==> src/rtl/burst_addr_sched.sv <==
// Two-requester round-robin burst address generator.
// Optional abort input is built in when BURST_ADDR_SCHED_ABORT_EN is defined.
//
// Ports:
//   clk, rst        clock, synchronous active-high reset
//   req[1:0]        level burst request (bit0 = R0, bit1 = R1)
//   base0/base1     burst start address per requester
//   len0/len1       burst beats minus one per requester
//   abort           (BURST_ADDR_SCHED_ABORT_EN only) end current burst now
//   grant[1:0]      one-hot owner of the address stream, 0 when idle
//   addr            current beat address
//   addr_valid      addr is valid this cycle
//   addr_ready      downstream accepts addr this cycle
//   done[1:0]       one-cycle completion pulse per requester
//   busy            high whenever not idle
module burst_addr_sched #(
  parameter int W = 4
) (
  input  logic         clk,
  input  logic         rst,
  input  logic [1:0]   req,
  input  logic [W-1:0] base0,
  input  logic [W-1:0] base1,
  input  logic [W-1:0] len0,
  input  logic [W-1:0] len1,
`ifdef BURST_ADDR_SCHED_ABORT_EN
  input  logic         abort,
`endif
  output logic [1:0]   grant,
  output logic [W-1:0] addr,
  output logic         addr_valid,
  input  logic         addr_ready,
  output logic [1:0]   done,
  output logic         busy
);

  localparam logic [1:0] S_IDLE  = 2'd0;
  localparam logic [1:0] S_BURST = 2'd1;
  localparam logic [1:0] S_DONE  = 2'd2;

  logic [1:0]   r_state;
  logic [1:0]   r_grant;
  logic [W-1:0] r_addr;
  logic [W-1:0] r_cnt;
  logic [W-1:0] r_lim;
  logic         r_rr;
  logic         w_win1;

  // r_rr = 1 means R1 wins a tie
  assign w_win1 = (req == 2'b10) ||
                  (req == 2'b11 && r_rr);

  always_ff @(posedge clk) begin
    if (rst) begin
      r_state <= S_IDLE;
      r_grant <= 2'b00;
      r_addr  <= '0;
      r_cnt   <= '0;
      r_lim   <= '0;
      r_rr    <= 1'b0;
    end else begin
      unique case (r_state)
        S_IDLE: begin
          if (req != 2'b00) begin
            r_grant <= w_win1 ? 2'b10 : 2'b01;
            r_addr  <= w_win1 ? base1 : base0;
            r_lim   <= w_win1 ? len1 : len0;
            r_cnt   <= '0;
            r_state <= S_BURST;
          end
        end
        S_BURST: begin
`ifdef BURST_ADDR_SCHED_ABORT_EN
          if (abort) begin
            r_state <= S_DONE;
          end else
`endif
          if (addr_ready) begin
            if (r_cnt == r_lim) begin
              r_state <= S_DONE;
            end else begin
              r_addr <= W'(r_addr + 1'b1);
              r_cnt  <= W'(r_cnt + 1'b1);
            end
          end
        end
        S_DONE: begin
          // hand priority to whoever did not own this burst
          r_rr    <= r_grant[0];
          r_grant <= 2'b00;
          r_state <= S_IDLE;
        end
        default: r_state <= S_IDLE;
      endcase
    end
  end

  assign grant      = r_grant;
  assign addr       = r_addr;
  assign addr_valid = (r_state == S_BURST);
  assign done       = (r_state == S_DONE) ? r_grant : 2'b00;
  assign busy       = (r_state != S_IDLE);

endmodule

==> config.mk <==
export PLATFORM = sky130hd
export DESIGN_NAME = burst_addr_sched
export DESIGN_NICKNAME = d
export VERILOG_FILES = /design/src/rtl/burst_addr_sched.sv
export SDC_FILE = /design/constraint.sdc
export NUM_CORES = 1
export LEC_CHECK = 0
export ABC_AREA = 1
export CAP_MARGIN = 30
export CORE_ASPECT_RATIO = 0.75
export CORE_MARGIN = 8
export CORE_UTILIZATION = 50
export DETAILED_ROUTE_END_ITERATION = 7
export GPL_TIMING_DRIVEN = 1
export PLACE_DENSITY = 0.84
export SKIP_LAST_GASP = 1
export SLEW_MARGIN = 15
export SYNTH_ARGS = -nofsm -noshare
export SYNTH_HDL_FRONTEND = slang
export SYNTH_SLANG_ARGS = --single-unit
==> constraint.sdc <==
create_clock -name clk -period 1.8 [get_ports clk]
set_input_delay 0.27 -clock clk [delete_from_list [all_inputs] [get_ports clk]]
set_output_delay 0.27 -clock clk [all_outputs]
set_load 0.1 [all_outputs]
### After elaboration in Yosys (flattened, before gate mapping)

Cells that the tools add are included.

* bits in registers: 17
* input port bits: 21
* output and inout port bits: 10
* logic and storage cells: 46

* add/subtract/negate cells: 2
* equality and inequality tests: 9
* multiplexer cells: 18
* reductions and logical operators: 11

Operators with widths (count)
* $mux 4: 8
* $pmux 4 s2: 2
* $mux 2: 6
* $add 4x1->4 const B: 2
* $pmux 2 s2: 2
* $reduce_bool 2->1: 4
* $eq 2x2->1 const B: 3
* $eq 4x4->1: 1
* $ne 2x1->1 const B: 2
* $ne 2x2->1 const B: 2
* $reduce_and 2->1: 2
* $reduce_and 4->1: 1
* $reduce_and 3->1: 1
* $eq 2x1->1 const B: 1
* $logic_not 2->1: 1
* $logic_and 1x1->1: 1
* $logic_or 1x1->1: 1

### Logic depth before layout (Yosys ltp)

* depth in word-level cells: 6
* depth in mapped cells: 9
* depth with buffers taken out: 9

### Worst setup path before layout

No wires, ideal clock.

* path kind: reg2out
* start: register r_grant[1] (netlist: grant[1])
* end: output port done[1]
* data arrival time: 2330 ps
* required time: 1530 ps
* setup slack: -800 ps
* stages on the path, launching flop included: 3
* buffers on the path: 0
* path through: dfxtp_1 > inv_1 > nor2_1

* word-level cells in the longest chain between the ends: 1

RTL lines
* from (decl): line 42 `logic [1:0] r_grant;`
* from (signal assigned): line 65 `r_grant <= w_win1 ? 2'b10 : 2'b01;`
* $mux 2: line 101 `assign done = (r_state == S_DONE) ? r_grant : 2'b00;`
* to (decl): line 33 `output logic [1:0] done,`

Every way passes these cells.

### Worst setup path in the final report

* start: register r_state[0]
* end: output port addr_valid

* word-level cells in the longest chain between the ends: 1

RTL lines
* from (decl): line 41 `logic [1:0] r_state;`
* from (signal assigned): line 55 `r_state <= S_IDLE;`
* from (signal assigned): line 69 `r_state <= S_BURST;`
* from (signal assigned): line 80 `r_state <= S_DONE;`
* $eq 2x1->1: line 100 `assign addr_valid = (r_state == S_BURST);`
* to (decl): line 31 `output logic addr_valid,`

Every way passes these cells.

==> metrics.cfg <==
[synth]
synth-edff-count = 0
synth-async-reset-ratio_pct = 0
synthSimpleGateAreaFrac_pct = 39.66
synthCells = 167
ys_seq_area_share_pct = 32.69
synth_flop_cell = dfxtp_1
synth_cell_types = 26
synth-seq-cells = 17
yosys-top-cells-area = dfxtp_1 33%, nand2_1 15%, nor2_1 9.7%
netlist_top_cells_count = 42 x nand2_1, 27 x nor2_1, 24 x inv_1
syn-num-nets = 190
yosysWarnings = 0
synth_top_area_share_pct = 32.69
synthXorXnorAreaFrac_pct = 1.683
postSynthAreaPerCell_um2 = 6.234
synthAdderAreaFrac_pct = 2.404
yosysTopAreaCell = dfxtp_1
synth_area_um2 = 1041
yosysMostFrequentCell = nand2_1
muxShareOfSynthArea_pct = 0
synth_top_family_by_area = simple AND/OR/NAND/NOR gates
synth_compound_area_share_pct = 13.10

[critical_path]
slowest_delay_ns = 0.42
cp-end-kind = output port
critical_path_arrival_ns = 1.35
required_ns = 1.53
slowest_stage = dfxtp_1
setup.worst_path.class = reg2out
path_max_fanout = 12
worstSetupStartpointType = register
reg2reg_slack_ns = 0.38
crit_chain = nand2_2 -> inv_1 -> buf_12

[power_and_ir_drop]
power_mw = 2.128
p_sw_mw = 1.136
p_clk_share_pct = 9.7
combinationalPowerShare_pct = 62.2
ir_drop_mv = 1.326
power.leakage_nw = 0.6715
power_frac_seq_pct = 28.0
powerDensity_nw_per_um2 = 1452
p_int_mw = 0.9921
switching_share_pct = 53.38

[drt]
ant_nets = 0
drt-total-wl_um = 2779
dr.pass1.iters = 4
drc = 0
wl_per_cell_um = 12.35
drt_iter0_drc = 78
via_count = 1140
via_per_inst = 5.067

[timing]
tightest_slew_ns = 0.2805
whs_ns = 0.4780
report.final.slew_viol_count = 0
min_period_ns = 1.619
slew_headroom_pct = 81.45
clock.fmax_ghz = 0.6177
min_period_over_period_pct = 89.94
setup_viol_count_final = 0
finClkSkew_ns = 0.003654
final-hold-violation-count = 0
rsz0062_at_grt = false

[finish]
area_delta_synth_final_pct = 40.75
final_nets = 225
fin_cells = 225
drive_gt1_share_pct = 16.92
post-route-util_pct = 74.02
diodes = 0

[clock_network]
cts.sinks = 17
post_cts_buffers = 0
cts-resized-gates = 0
cts_buffer_depth = 2
cts_hold_buf = 0
clock_latency_ns = 0.29
clk_pin_slew_ns = 0.10
cts_made_buffers = 3
htreeDepth = 1
root_buffer = clkbuf_4
cts_tree = yes

[global_route]
busiest_layer = met2
grt_remaining_overflow = 0
grt_pass1_vias = 1089
grt_pass1_wl_um = 4540
grt_max_degree = 13
grt_usage_pct = 14.76
grt_use_met3_pct = 3.622
use_met1_pct = 17.98
globalRouteMet2Util_pct = 24.37
grt_antenna_before_repair = 0

[die]
coreArea_um2 = 1979
die_area_um2 = 3813
die_w_um = 68.69
initial_core_util_pct = 52.59
num_rows = 14
pin_count = 31
die_h_um = 55.52

[placed_design]
place_hpwl_um = 2214
numPortBuffers = 30
placed_cells = 221
place_congestion = 0.8448

[run_status]
outcome = finished, final reports clean

[min_path]
min_path_type = reg2reg

[job]
maxCapViolCount = 0

==> layout by cell type (no fill, tap or decap), types with 2 or more instances in the layout <==
cell and instances:
nor2_1 26, o21ai_0 8, nor2_4 2, nand3_2 2
a21oi_1 12, xnor2_1 2, dfxtp_2 4, nor2_2 2
buf_12 6, inv_1 24, nand2_2 2, clkbuf_4 3
inv_2 2, dfxtp_1 13, buf_4 6, nand3_1 12
nand2_1 42, ha_1 2, clkdlybuf4s50_1 20
==> routing by layer <==
metal,wire length (um),vias up
met5,0,-
met4,34,0
met3,203,5
met2,1272,35
met1,1269,509
li1,-,591
==> critical path: cells and delay by family (launching register included) <==
kind	cells	cell delay, ns
buf+inv	2	0.45
flops	1	0.42
simple gates	1	0.18
==> layout make-up <==
class	instances	area [um2]
inverters	26	97.59
fillers	162	514.2
clock buffers	3	22.52
clock inverters	1	5.005
multi-input cells	122	599.3
repair buffers	32	365.4
well taps	24	30.03
flip-flops and latches	17	345.3
==> path summary, 6_finish.rpt <==
| kind | start | end | cells past startpoint |
|---|---|---|---|
| worst max-delay path | r_state[0]$_SDFFE_PP0P_ | addr_valid | 3 |
| worst min-delay path | r_rr$_SDFFE_PP0P_ | r_rr$_SDFFE_PP0P_ | 2 |
| worst max register to register | r_state[0]$_SDFFE_PP0P_ | r_lim[3]$_SDFFE_PP0P_ | 7 |
| worst min register to register | r_rr$_SDFFE_PP0P_ | r_rr$_SDFFE_PP0P_ | 2 |
==> cell families after synthesis <==
logic type,after synthesis
simple gates,93
buf+inv,28
compound gates,25
flops,17
xor+xnor,2
fa+ha+maj,2
==> flip-flops by register name, indices dropped and copies added (netlist names) <==
signal	cells
grant	2
r_lim	4
r_state	2
addr	4
r_cnt	4
r_rr	1
==> power groups by stage <==
stage / registers (mW) / logic, mW / clock network [mW]
CTS: 0.595 / 1.33 / 0.208
floorplan: 0.880 / 0.668 / 0
finish: 0.597 / 1.32 / 0.207
global placement: 0.595 / 1.29 / 0
detailed placement: 0.602 / 1.32 / 0
global route: 0.614 / 1.42 / 0.238
==> per-stage QoR <==
| stage | instance area [um2] | TNS [ns] | worst slack (ns) |
|---|---|---|---|
| after floorplan | 1052 | -0.1353 | -0.1353 |
| after global placement | 1436 | 0 | 0.1850 |
| after detailed placement | 1436 | 0 | 0.1286 |
| after CTS | 1464 | 0 | 0.1040 |
| after global routing | 1465 | 0 | 0.08204 |
| final | 1465 | 0 | 0.1811 |
Note: power is estimated with default switching activity, not from simulation.
